==> src/rtl/hyperram_pkg.sv <==
// hyperram_pkg: shared types and widths for the HyperRAM requester arbiter.
// Holds arb_state_t, the Avalon bus widths and the burst-length helper.
package hyperram_pkg;

   localparam int ADDR_W = 32;
   localparam int DATA_W = 16;
   localparam int BE_W   = 2;
   localparam int BC_W   = 8;

   typedef enum logic [1:0] {
      ST_IDLE   = 2'd0,
      ST_GRANT0 = 2'd1,
      ST_GRANT1 = 2'd2
   } arb_state_t;

   // A burstcount of zero still moves one beat.
   function automatic logic [BC_W-1:0] eff_burst(
      input logic [BC_W-1:0] bc
   );
      return (bc == '0) ? BC_W'(1) : bc;
   endfunction

endpackage

==> src/rtl/hyperram_arbiter.sv <==
// hyperram_arbiter: grants one of two Avalon-MM requesters (s0/s1) the
// shared m port for one transaction; clk_i, rst_ni async active-low.
module hyperram_arbiter
   import hyperram_pkg::*;
#(
   parameter int G_ROUND_ROBIN = 1
) (
   input  logic              clk_i,
   input  logic              rst_ni,
   input  logic              s0_avm_write_i,
   input  logic              s0_avm_read_i,
   input  logic [ADDR_W-1:0] s0_avm_address_i,
   input  logic [DATA_W-1:0] s0_avm_writedata_i,
   input  logic [BE_W-1:0]   s0_avm_byteenable_i,
   input  logic [BC_W-1:0]   s0_avm_burstcount_i,
   output logic [DATA_W-1:0] s0_avm_readdata_o,
   output logic              s0_avm_readdatavalid_o,
   output logic              s0_avm_waitrequest_o,
   input  logic              s1_avm_write_i,
   input  logic              s1_avm_read_i,
   input  logic [ADDR_W-1:0] s1_avm_address_i,
   input  logic [DATA_W-1:0] s1_avm_writedata_i,
   input  logic [BE_W-1:0]   s1_avm_byteenable_i,
   input  logic [BC_W-1:0]   s1_avm_burstcount_i,
   output logic [DATA_W-1:0] s1_avm_readdata_o,
   output logic              s1_avm_readdatavalid_o,
   output logic              s1_avm_waitrequest_o,
   output logic              m_avm_write_o,
   output logic              m_avm_read_o,
   output logic [ADDR_W-1:0] m_avm_address_o,
   output logic [DATA_W-1:0] m_avm_writedata_o,
   output logic [BE_W-1:0]   m_avm_byteenable_o,
   output logic [BC_W-1:0]   m_avm_burstcount_o,
   input  logic [DATA_W-1:0] m_avm_readdata_i,
   input  logic              m_avm_readdatavalid_i,
   input  logic              m_avm_waitrequest_i
);

   arb_state_t        state;
   logic              last_grant;
   logic              wr_busy;
   logic              rd_busy;
   logic [BC_W-1:0]   beat_cnt;
   logic [BC_W-1:0]   rd_cnt;

   logic              req0;
   logic              req1;
   logic              pick0;
   logic              granted;
   logic              sel;
   logic              g0;
   logic              g1;
   logic              x_write;
   logic              x_read;
   logic [ADDR_W-1:0] x_address;
   logic [DATA_W-1:0] x_writedata;
   logic [BE_W-1:0]   x_byteenable;
   logic [BC_W-1:0]   x_burstcount;
   logic [BC_W-1:0]   x_len;
   logic              x_wait;
   logic              wr_acc;
   logic              rd_acc;
   logic              rd_ret;
   logic              txn_end;

   assign req0 = s0_avm_write_i | s0_avm_read_i;
   assign req1 = s1_avm_write_i | s1_avm_read_i;

   // s0 wins when alone, under fixed priority, or when s1 went last.
   assign pick0 = req0 & (~req1 | (G_ROUND_ROBIN == 0) | last_grant);

   assign granted = (state != ST_IDLE);
   assign g0      = (state == ST_GRANT0);
   assign g1      = (state == ST_GRANT1);
   assign sel     = g1;

   always_comb begin
      if (sel) begin
         x_write      = s1_avm_write_i;
         x_read       = s1_avm_read_i;
         x_address    = s1_avm_address_i;
         x_writedata  = s1_avm_writedata_i;
         x_byteenable = s1_avm_byteenable_i;
         x_burstcount = s1_avm_burstcount_i;
      end else begin
         x_write      = s0_avm_write_i;
         x_read       = s0_avm_read_i;
         x_address    = s0_avm_address_i;
         x_writedata  = s0_avm_writedata_i;
         x_byteenable = s0_avm_byteenable_i;
         x_burstcount = s0_avm_burstcount_i;
      end
   end

   assign x_len = eff_burst(x_burstcount);

   // Command strobes are held off while read data is still owed, and a
   // write takes precedence over a simultaneous read.
   assign m_avm_write_o      = granted & ~rd_busy & x_write;
   assign m_avm_read_o       = granted & ~rd_busy & x_read & ~x_write;
   assign m_avm_address_o    = granted ? x_address : '0;
   assign m_avm_writedata_o  = granted ? x_writedata : '0;
   assign m_avm_byteenable_o = granted ? x_byteenable : '0;
   assign m_avm_burstcount_o = granted ? x_burstcount : '0;

   assign x_wait = rd_busy | m_avm_waitrequest_i;

   assign s0_avm_waitrequest_o = g0 ? x_wait : 1'b1;
   assign s1_avm_waitrequest_o = g1 ? x_wait : 1'b1;

   // rd_busy is only ever set inside a grant, so stray returns are dropped.
   assign rd_ret = rd_busy & m_avm_readdatavalid_i;

   assign s0_avm_readdatavalid_o = g0 & rd_ret;
   assign s1_avm_readdatavalid_o = g1 & rd_ret;
   assign s0_avm_readdata_o = (g0 & rd_busy) ? m_avm_readdata_i : '0;
   assign s1_avm_readdata_o = (g1 & rd_busy) ? m_avm_readdata_i : '0;

   assign wr_acc = m_avm_write_o & ~m_avm_waitrequest_i;
   assign rd_acc = m_avm_read_o & ~m_avm_waitrequest_i;

   // beat_cnt holds beats still owed after the one being accepted.
   always_comb begin
      txn_end = 1'b0;
      if (wr_acc) begin
         if (wr_busy) begin
            txn_end = (beat_cnt <= BC_W'(1));
         end else begin
            txn_end = (x_len == BC_W'(1));
         end
      end
      if (rd_ret && (rd_cnt <= BC_W'(1))) begin
         txn_end = 1'b1;
      end
   end

   always_ff @(posedge clk_i or negedge rst_ni) begin
      if (!rst_ni) begin
         state      <= ST_IDLE;
         last_grant <= 1'b1;
         wr_busy    <= 1'b0;
         rd_busy    <= 1'b0;
         beat_cnt   <= '0;
         rd_cnt     <= '0;
      end else begin
         unique case (state)
            ST_IDLE: begin
               if (pick0) begin
                  state <= ST_GRANT0;
               end else if (req1) begin
                  state <= ST_GRANT1;
               end
            end
            ST_GRANT0, ST_GRANT1: begin
               if (txn_end) begin
                  state      <= ST_IDLE;
                  last_grant <= sel;
                  wr_busy    <= 1'b0;
                  rd_busy    <= 1'b0;
                  beat_cnt   <= '0;
                  rd_cnt     <= '0;
               end else begin
                  if (wr_acc) begin
                     wr_busy  <= 1'b1;
                     beat_cnt <= wr_busy ? beat_cnt - BC_W'(1)
                                         : x_len - BC_W'(1);
                  end
                  if (rd_acc) begin
                     rd_busy <= 1'b1;
                     rd_cnt  <= x_len;
                  end
                  if (rd_ret) begin
                     rd_cnt <= rd_cnt - BC_W'(1);
                  end
               end
            end
            default: state <= ST_IDLE;
         endcase
      end
   end

endmodule

==> config.mk <==
export PLATFORM = sky130hd
export DESIGN_NAME = hyperram_arbiter
export DESIGN_NICKNAME = d
export VERILOG_FILES = /design/src/rtl/hyperram_pkg.sv /design/src/rtl/hyperram_arbiter.sv
export SDC_FILE = /design/constraint.sdc
export NUM_CORES = 1
export LEC_CHECK = 0
export ABC_AREA = 1
export CAP_MARGIN = 30
export CORE_ASPECT_RATIO = 0.7
export CORE_MARGIN = 4
export CORE_UTILIZATION = 33
export DETAILED_ROUTE_END_ITERATION = 6
export GPL_ROUTABILITY_DRIVEN = 0
export HOLD_SLACK_MARGIN = 0.03
export PLACE_DENSITY = 0.8
export SLEW_MARGIN = 20
export SYNTH_ARGS = -nofsm -noshare
export SYNTH_HDL_FRONTEND = slang
export SYNTH_SLANG_ARGS = --single-unit
export TNS_END_PERCENT = 5
==> constraint.sdc <==
create_clock -name clk_i -period 2.7 [get_ports clk_i]
set_clock_uncertainty 0.1 [all_clocks]
set_input_delay 0.54 -clock clk_i [delete_from_list [all_inputs] [get_ports clk_i]]
set_output_delay 0.54 -clock clk_i [all_outputs]
set_load 0.02 [all_outputs]
==> impl_metrics.toml, run 1 <==
[sta]
max_slew_margin_pct = 67.8
post-route-period-util_pct = 97.7
report.final.hold_viol_count = 0
layout_setup_ws_ns = 0.0616
finalSetupViolations = 0
setup_repair_after_global_routing_missed_its_margin = "yes"
finalMaxSlewViolations = 0
period_minus_slack_ns = 2.64
fin_worst_hold_slack_ns = 0.392
achievable-frequency_mhz = 379
totalNegativeSetupSlack_ns = 0
worst-slew-pin-transition_ns = 0.482

[global_routing]
grt.overflow.total = 0
globalRouteMet1Util_pct = 31.8
grt_start_max_net_pins = 44
track_usage_pct = 25.2
grt_busiest_layer = "met2"
first_pass_grt_wire_length_mm = 20.9
vias_in_the_first_global_route = 4097
global_route.usage.met3_pct = 6.46
antenna_found_initial = 0
grt_use_met2_pct = 44.2

[drt]
dr_total_vias = 4377
detail-route-antenna-nets = 0
wl_per_cell_um = 15.4
detail_route.wirelength_mm = 13.8
detail_route.first_pass.iterations = 6
average_vias_per_placed_instance = 4.90
detail_route.drc_violations = 0
drt_first_iter_violations = 380

[critical_path]
crit_path_start_kind = "flop"
regToRegStartpoint = "state[0]"
worst-r2r-setup-slack_ns = 0.19
cpPeakStageDelay_ns = 0.41
critical_path_buf_inv_count = 4
cp_slowest_cell = "sky130_fd_sc_hd__dfrtp_1"
crit_arrival_ns = 2.00
timing.setup.critical_path_class = "flop to output pin"
worstPathCellList = "inv_1 > ha_1 > inv_1 > buf_12 > o21ai_0 > nor2_1 > clkdlybuf4s15_1"
worstSetupEndpointType = "output pin"
cp_top_family = "buffers and inverters"
timing.rr.end = "beat_cnt[5]"
critical_path_required_ns = 2.06
critical_path.most_common_cell = "sky130_fd_sc_hd__inv_1"
timing.critical_path.fanout_max = 41
ff2ff_path_depth = 19

[pwr]
power.share.clock_pct = 6.1
ir_drop_v = 0.000520
power_frac_comb_pct = 82.2
power.internal_w = 0.00232
p_per_area_nw_per_um2 = 925
seq_power_share_pct = 11.8
switching_share_pct = 55.1
cellLeakagePower_nw = 2.99
switchingPower_w = 0.00284

[clock_network]
worstSkewPairLatency_ns = 0.25
h-tree-depth = 1
tritoncts = "built"
cts_sinks = 21
clock_slew_at_reported_path_ffs_ns = 0.06
cts_root_buffer = "sky130_fd_sc_hd__clkbuf_16"
numCtsBuffers = 3
cts_buffer_depth = 2
holdBufCountCts = 0

[synth]
synthesized_area_divided_by_synthesized_cell_count_um2 = 5.35
synth_top_cells_by_area = "sky130_fd_sc_hd__nor2_1 23%, sky130_fd_sc_hd__dfrtp_1 18%, sky130_fd_sc_hd__nand2_1 13%"
ys_seq_area_share_pct = 18.5
synth_common_cells = "172 x sky130_fd_sc_hd__nor2_1, 97 x sky130_fd_sc_hd__nand2_1, 68 x sky130_fd_sc_hd__o21ai_0, 61 x sky130_fd_sc_hd__inv_1, 35 x sky130_fd_sc_hd__nand3_1"
synthSimpleGateAreaFrac_pct = 48.0
mappedNetlistArea_um2 = 2850
yosysTopAreaCellShare_pct = 22.6
synth_top_cell_by_area = "sky130_fd_sc_hd__nor2_1"
synth_cell_types = 35
synth_cells = 533
synth_xor_area_share_pct = 0
post-synth-top-count-cell = "sky130_fd_sc_hd__nor2_1"
synth_top_flop_cell = "sky130_fd_sc_hd__dfrtp_1"
synth_mux_area_share_pct = 0.482
synth_compound_gate_area_share_pct = 16.5
synth.ff_latch_count = 21
synth_fp_nets = 682
synth_top_family_by_area = "simple AND/OR/NAND/NOR gates"
synth-warning-count = 0
synthAdderAreaFrac_pct = 3.95
ys_async_sr_fraction_pct = 100
number_of_synthesized_flops_with_an_enable_pin = 0

[place]
post-dp-hpwl_mm = 11.3
placed_cell_area_um2 = 5460
pre_cts_slack_ns = -0.00139
place.port_buffers = 235

[die]
initial_utilization_pct = 33.8
dieArea_um2 = 10200
placeableCoreArea_um2 = 8440
chipHeight_um = 85.8
rows = 28
boundaryPins = 236
die_width_um = 119

[run_status]
status = "complete, no violations"

[finish]
insertedDiodeCount = 0
final_area_um2 = 5580
final_net_count = 924
drive_above_1_share_pct = 7.62
layout_area_overhead_pct = 95.4

[worst_hold_path]
hold_path_depth = 2
holdCritStartpoint = "rd_cnt[2]"
timing.hold.worst_endpoint = "rd_cnt[2]"
holdCritPathClass = "flop to flop"

[flow_run]
drv_cap = 0
## what timing repair did
action,in CTS,in global routing
cloned,0,1
setup endpoints to repair,80,70
endpoints found under the hold margin,0,0
resized for setup,62,26
pin swaps,0,2
buffers inserted,0,1
## how the worst max path moves through the flow
stage	from	to	cells after the start
finish	state[1]	m_avm_address_o[10]	7
global route	state[0]	beat_cnt[5]	19
CTS	state[0]	m_avm_read_o	9
detailed placement	s0_avm_write_i	m_avm_write_o	6
global placement	s0_avm_write_i	m_avm_write_o	6
floorplan	state[0]	rd_cnt[0]	16
## power groups by stage
| stage | clock [W] | combinational (W) | sequential [W] |
|---|---|---|---|
| after floorplan | 0 | 0.00253 | 0.000539 |
| after CTS | 0.000320 | 0.00414 | 0.000599 |
| final | 0.000313 | 0.00424 | 0.000607 |
| after global placement | 0 | 0.00429 | 0.000597 |
| after global routing | 0.000339 | 0.00461 | 0.000630 |
| after detailed placement | 0 | 0.00438 | 0.000599 |
## layer usage
| layer | part of all wire (%) | vias to the layer above |
|---|---|---|
| met4 | 2.0 | 0 |
| met3 | 8.1 | 26 |
| met5 | 0 | - |
| met1 | 42 | 1991 |
| met2 | 48 | 204 |
| li1 | - | 2156 |
## cell families after synthesis
| group | Yosys count |
|---|---|
| simple gates | 323 |
| compound gates | 90 |
| buf+inv | 89 |
| flops | 21 |
| fa+ha+maj | 9 |
| mux | 1 |
## tightest hold or removal path: stages, from the launching register on
cell and delay (ns):
sky130_fd_sc_hd__dfrtp_1 0.35, sky130_fd_sc_hd__nand2_1 0.06, sky130_fd_sc_hd__nand2_1 0.06
## layout make-up
cell class | instances | area, um2
Sequential cell | 21 | 527
Multi-Input combinational cell | 423 | 2010
Timing Repair Buffer | 262 | 2560
Clock buffer | 4 | 78.8
Fill cell | 775 | 2870
Tap cell | 120 | 150
Inverter | 64 | 243
## placed cells by master (no fill, tap or decap), types with 2 or more instances in the layout
master                            count
sky130_fd_sc_hd__nand3_1             34
sky130_fd_sc_hd__buf_4               24
sky130_fd_sc_hd__nand3_4              2
sky130_fd_sc_hd__nor2_1             170
sky130_fd_sc_hd__a31oi_1              2
sky130_fd_sc_hd__clkbuf_16            4
sky130_fd_sc_hd__nand2_4              5
sky130_fd_sc_hd__dlymetal6s2s_1      12
sky130_fd_sc_hd__nor2_2               3
sky130_fd_sc_hd__inv_1               60
sky130_fd_sc_hd__buf_12               3
sky130_fd_sc_hd__a21oi_1             11
sky130_fd_sc_hd__dfrtp_1             20
sky130_fd_sc_hd__dlygate4sd2_1       59
sky130_fd_sc_hd__o21ai_0             68
sky130_fd_sc_hd__nand2_1             91
sky130_fd_sc_hd__nand2_2              7
sky130_fd_sc_hd__nand4_1              4
sky130_fd_sc_hd__ha_1                 8
sky130_fd_sc_hd__inv_2                2
sky130_fd_sc_hd__clkdlybuf4s50_1    162
sky130_fd_sc_hd__o21ai_1              2
## state kept, by name, summed over array words and instances, names as in the netlist
register    flops
beat_cnt        8
wr_busy         1
rd_cnt          8
last_grant      1
state           2
rd_busy         1
## through the flow
step | power, W | cells | utilization [%]
2_1_floorplan | 0.00307 | 533 | -
3_5_place_dp | 0.00497 | 888 | 64.7
5_1_grt | 0.00558 | 894 | 66.0
6_report | 0.00516 | 894 | 66.0
4_1_cts | 0.00506 | 892 | 64.8
3_3_place_gp | 0.00489 | 888 | 64.7
Note: power is estimated with default switching activity, not from simulation.
==> run 2: changes to the inputs <==
--- a/config.mk
+++ b/config.mk
@@ -14,6 +14,7 @@
 export GPL_ROUTABILITY_DRIVEN = 0
 export HOLD_SLACK_MARGIN = 0.03
 export PLACE_DENSITY = 0.8
+export RECOVER_POWER = 100
 export SLEW_MARGIN = 20
 export SYNTH_ARGS = -nofsm -noshare
 export SYNTH_HDL_FRONTEND = slang
==> impl_metrics.toml, run 2 (synthesis gave the netlist of run 1 again) <==
[critical_path]
crit_arrival_ns = 2.00
timing.critical_path.fanout_max = 41
critical_path_required_ns = 2.06
worstSetupEndpointType = "output pin"
timing.setup.critical_path_class = "flop to output pin"
timing.rr.end = "beat_cnt[5]"
worst-r2r-setup-slack_ns = 0.19
ff2ff_path_depth = 19
regToRegStartpoint = "state[0]"
crit_path_start_kind = "flop"

[sta]
worst-slew-pin-transition_ns = 1.21
totalNegativeSetupSlack_ns = 0
report.final.hold_viol_count = 0
max_slew_margin_pct = 19.6
setup_repair_after_global_routing_missed_its_margin = "yes"
achievable-frequency_mhz = 379
post-route-period-util_pct = 97.6
finalMaxSlewViolations = 0
period_minus_slack_ns = 2.64
finalSetupViolations = 0
fin_worst_hold_slack_ns = 0.392

[clock_network]
numCtsBuffers = 3
tritoncts = "built"
h-tree-depth = 1
cts_root_buffer = "sky130_fd_sc_hd__clkbuf_16"
worstSkewPairLatency_ns = 0.25
cts_buffer_depth = 2
cts_sinks = 21
clock_slew_at_reported_path_ffs_ns = 0.06

[global_routing]
vias_in_the_first_global_route = 4097
grt_start_max_net_pins = 44
first_pass_grt_wire_length_mm = 20.9
track_usage_pct = 25.2
antenna_found_initial = 0
grt.overflow.total = 0

[finish]
insertedDiodeCount = 0
layout_common_cells = "170 x sky130_fd_sc_hd__nor2_1, 161 x sky130_fd_sc_hd__clkdlybuf4s50_1, 91 x sky130_fd_sc_hd__nand2_1"
final_net_count = 924
drive_above_1_share_pct = 7.49
final.fill_count = 788
biggestRegsByFlops = "beat_cnt: 8 flops, rd_cnt: 8 flops, state: 2 flops"
layout_area_overhead_pct = 93.1
final_area_um2 = 5510
layout_commonest_cell = "sky130_fd_sc_hd__nor2_1"

[drt]
detail_route.drc_violations = 0
average_vias_per_placed_instance = 4.89
detail-route-antenna-nets = 0
wl_per_cell_um = 15.4
drt_first_iter_violations = 341
detail_route.first_pass.iterations = 5
detail_route.wirelength_mm = 13.8
dr_total_vias = 4372

[run_status]
status = "complete, no violations"

[die]
rows = 28
placeableCoreArea_um2 = 8440
dieArea_um2 = 10200
die_width_um = 119
initial_utilization_pct = 33.8
chipHeight_um = 85.8
boundaryPins = 236

[pwr]
ir_drop_v = 0.000489
cellLeakagePower_nw = 2.87
p_per_area_nw_per_um2 = 927

[place]
placed_cell_area_um2 = 5460
post-dp-hpwl_mm = 11.3
place.port_buffers = 235

[worst_hold_path]
holdCritStartpoint = "rd_cnt[2]"
timing.hold.worst_endpoint = "rd_cnt[2]"
hold_path_depth = 2
holdCritPathClass = "flop to flop"

[flow_run]
drv_cap = 0
## run 2: timing repair
item / in CTS / in global routing
pin swaps: 0 / 2
endpoints found under the hold margin: 0 / 0
cloned: 0 / 1
setup endpoints to repair: 80 / 70
buffers inserted: 0 / 1
hold buffers: 0 / 0
gates resized for setup: 62 / 26
## run 2: cell type report
class                   count  area (um2)  share of cell area (%)
flip-flops and latches     21         527                    9.56
repair buffers            262        2500                    45.3
multi-input cells         423        2010                    36.5
well taps                 120         150                    2.72
clock buffers               4        78.8                    1.43
inverters                  64         243                    4.40
## run 2: worst max-delay path: stages, from the launching register on
cell and delay (ns):
sky130_fd_sc_hd__dfrtp_1 0.41, sky130_fd_sc_hd__inv_1 0.09, sky130_fd_sc_hd__ha_1 0.19, sky130_fd_sc_hd__inv_1 0.12, sky130_fd_sc_hd__buf_12 0.20, sky130_fd_sc_hd__o21ai_0 0.11, sky130_fd_sc_hd__nor2_1 0.27, sky130_fd_sc_hd__clkdlybuf4s15_1 0.36
## run 2: metrics by stage
step	total power [W]	util (%)	setup WS (ns)	std cells
2_1_floorplan	0.00307	-	0.252	533
3_3_place_gp	0.00489	64.7	0.0344	888
3_5_place_dp	0.00497	64.7	-0.00139	888
4_1_cts	0.00506	64.8	-0.149	892
5_1_grt	0.00552	65.3	-0.0734	894
6_report	0.00511	65.3	0.0635	894
## run 2: worst max-delay path by stage
stage / start / end / cells past startpoint
floorplan: state[0] / rd_cnt[0] / 16
global placement: s0_avm_write_i / m_avm_write_o / 6
detailed placement: s0_avm_write_i / m_avm_write_o / 6
CTS: state[0] / m_avm_read_o / 9
global route: state[0] / beat_cnt[5] / 19
finish: state[1] / m_avm_address_o[10] / 7
## run 2: layer usage
metal	up-vias	global-route usage, %	part of all wire [%]
li1	2155	-	-
met1	1981	31.8	42
met2	212	44.2	48
met3	24	6.46	8.7
met4	0	4.63	1.9
met5	-	0	0
## run 2: where the power goes
| group | switching (W) | internal, W |
|---|---|---|
| logic | 0.00258 | 0.00161 |
| registers | 0.000153 | 0.000454 |
| clock network | 0.000112 | 0.000201 |
| total | 0.00285 | 0.00226 |
==> run 3: changes to the inputs <==
--- a/config.mk
+++ b/config.mk
@@ -8,7 +8,7 @@
 export ABC_AREA = 1
 export CAP_MARGIN = 30
 export CORE_ASPECT_RATIO = 0.7
-export CORE_MARGIN = 4
+export CORE_MARGIN = 3
 export CORE_UTILIZATION = 33
 export DETAILED_ROUTE_END_ITERATION = 6
 export GPL_ROUTABILITY_DRIVEN = 0
==> constraint.sdc (replaced) <==
create_clock -name clk_i -period 2.7 [get_ports clk_i]
set_clock_uncertainty 0.1 [all_clocks]
set_input_delay 0.81 -clock clk_i [delete_from_list [all_inputs] [get_ports clk_i]]
set_output_delay 0.81 -clock clk_i [all_outputs]
set_load 0.02 [all_outputs]
==> impl_metrics.toml, run 3 (synthesis gave the netlist of run 1 again) <==
[run_status]
status = "finished with violations"
violations = "setup timing"

[sta]
finalMaxSlewViolations = 0
report.final.hold_viol_count = 0
post-route-period-util_pct = 104
worst-slew-pin-transition_ns = 1.26
period_minus_slack_ns = 2.81
achievable-frequency_mhz = 355
layout_setup_ws_ns = -0.113
max_slew_margin_pct = 15.9
setup_repair_after_global_routing_missed_its_margin = "yes"
finalSetupViolations = 10

[critical_path]
timing.critical_path.fanout_max = 7
ff2ff_path_depth = 19
critical_path.most_common_cell = "sky130_fd_sc_hd__nand2_4"
regToRegStartpoint = "state[1]"
timing.rr.end = "beat_cnt[6]"
critical_path_required_ns = 2.75
worstSetupEndpointType = "flop"
worstPathCellList = "ha_4 > buf_8 > buf_6 > nand2_4 > nand2_4 > buf_6 > nand2_4 > nor2_4 > nand2_2 > nand2_2 > buf_4 > buf_4 > inv_1 > ha_1 > nand4_1 > o21bai_1 > nand2_1 > nand3_1 > nand2_1"
cpPeakStageDelay_ns = 0.43
crit_path_start_kind = "flop"
crit_arrival_ns = 2.87
cp_slowest_cell = "sky130_fd_sc_hd__dfrtp_1"
worst-r2r-setup-slack_ns = -0.11
timing.setup.critical_path_class = "flop to flop"

[finish]
layout_commonest_cell = "sky130_fd_sc_hd__nor2_1"
layout_area_overhead_pct = 102
insertedDiodeCount = 0
biggestRegsByFlops = "beat_cnt: 8 flops, rd_cnt: 8 flops, state: 2 flops"
post-route-util_pct = 70.9
drive_above_1_share_pct = 23.8
layout.cells.non_filler = 924
final_net_count = 958
layout_common_cells = "168 x sky130_fd_sc_hd__nor2_1, 122 x sky130_fd_sc_hd__clkdlybuf4s50_1, 76 x sky130_fd_sc_hd__nand2_1"

[pwr]
finalPower_w = 0.00557
p_per_area_nw_per_um2 = 964
ir_drop_v = 0.000567
cellLeakagePower_nw = 2.99

[worst_hold_path]
holdCritPathClass = "flop to flop"
timing.hold.worst_endpoint = "rd_cnt[2]"
holdCritStartpoint = "rd_cnt[2]"
hold_path_depth = 2

[die]
die_width_um = 117
chipHeight_um = 83.8
placeableCoreArea_um2 = 8140
dieArea_um2 = 9820
initial_utilization_pct = 35.1
boundaryPins = 236
rows = 27

[clock_network]
numCtsBuffers = 3
cts_buffer_depth = 2
tritoncts = "built"
holdBufCountCts = 0
h-tree-depth = 1
worstSkewPairLatency_ns = 0.26
cts_sinks = 21
cts_root_buffer = "sky130_fd_sc_hd__clkbuf_16"
clock_slew_at_reported_path_ffs_ns = 0.06

[drt]
wl_per_cell_um = 16.1
detail-route-antenna-nets = 0
dr_total_vias = 4551
drt_first_iter_violations = 405
detail_route.wirelength_mm = 14.9
detail_route.first_pass.iterations = 5
average_vias_per_placed_instance = 4.93
detail_route.drc_violations = 0

[global_routing]
grt_start_max_net_pins = 44
vias_in_the_first_global_route = 4130
grt.overflow.total = 0
antenna_found_initial = 1
first_pass_grt_wire_length_mm = 21.1
track_usage_pct = 26.3

[place]
place.port_buffers = 235
post-dp-hpwl_mm = 11.4
dp_cells = 902

[flow_run]
drv_cap = 0
run 3: how the worst max path moves through the flow:
stage          depth (start not counted)                     to                   start  slack (ns)
4_1_cts                               19            beat_cnt[1]  s1_avm_burstcount_i[3]       -0.12
2_1_floorplan                          7  m_avm_byteenable_o[0]                state[0]        0.17
3_5_place_dp                           6          m_avm_write_o          s0_avm_write_i       -0.53
3_3_place_gp                           6          m_avm_write_o          s0_avm_write_i       -0.52
5_1_grt                               19            beat_cnt[6]                state[1]       -0.22
6_report                              19            beat_cnt[6]                state[1]       -0.11
run 3: per-stage QoR:
step	area, um2	hold slack, ns	worst slack [ns]	setup TNS, ns
after detailed placement	5620	0.370	-0.526	-33.93
final	5770	0.384	-0.113	-0.208
after CTS	5680	0.385	-0.120	-1.99
after global routing	5770	0.416	-0.224	-4.64
after global placement	5620	0.363	-0.525	-30.85
after floorplan	2850	0.349	0.175	0
run 3: repair_timing:
item                       in CTS  in global routing
setup buffers                   0                 16
gates cloned                    0                  3
gates resized for setup       220                188
setup endpoints to repair     117                109
pin swaps                       3                 41
run 3: metal layers:
layer / wire length (um) / global-route usage [%]
met1: 5820 / 32.7
met2: 7440 / 46.9
met3: 1250 / 5.72
met4: 391 / 4.17
met5: 13 / 0
run 3: power by group:
part | internal (W) | switching (W)
Sequential | 0.000454 | 0.000162
Clock | 0.000199 | 0.000128
Combinational | 0.00184 | 0.00279
run 3: worst max-delay path, delay by kind of cell, from the launching register on:
family | cells | cell delay [ns]
AND/OR/NAND/NOR | 10 | 0.84
buffers and inverters | 6 | 0.73
flip-flops | 1 | 0.43
adder cells (fa/ha/maj) | 2 | 0.37
AO/OA/AOI/OAI | 1 | 0.24
run 3: area by class of cell:
class / count / area (um2)
Fill cell: 720 / 2370
Multi-Input combinational cell: 424 / 2190
Clock inverter: 1 / 5.00
Clock buffer: 3 / 75.1
Sequential cell: 21 / 527
Inverter: 64 / 245
Tap cell: 116 / 145
Timing Repair Buffer: 295 / 2590
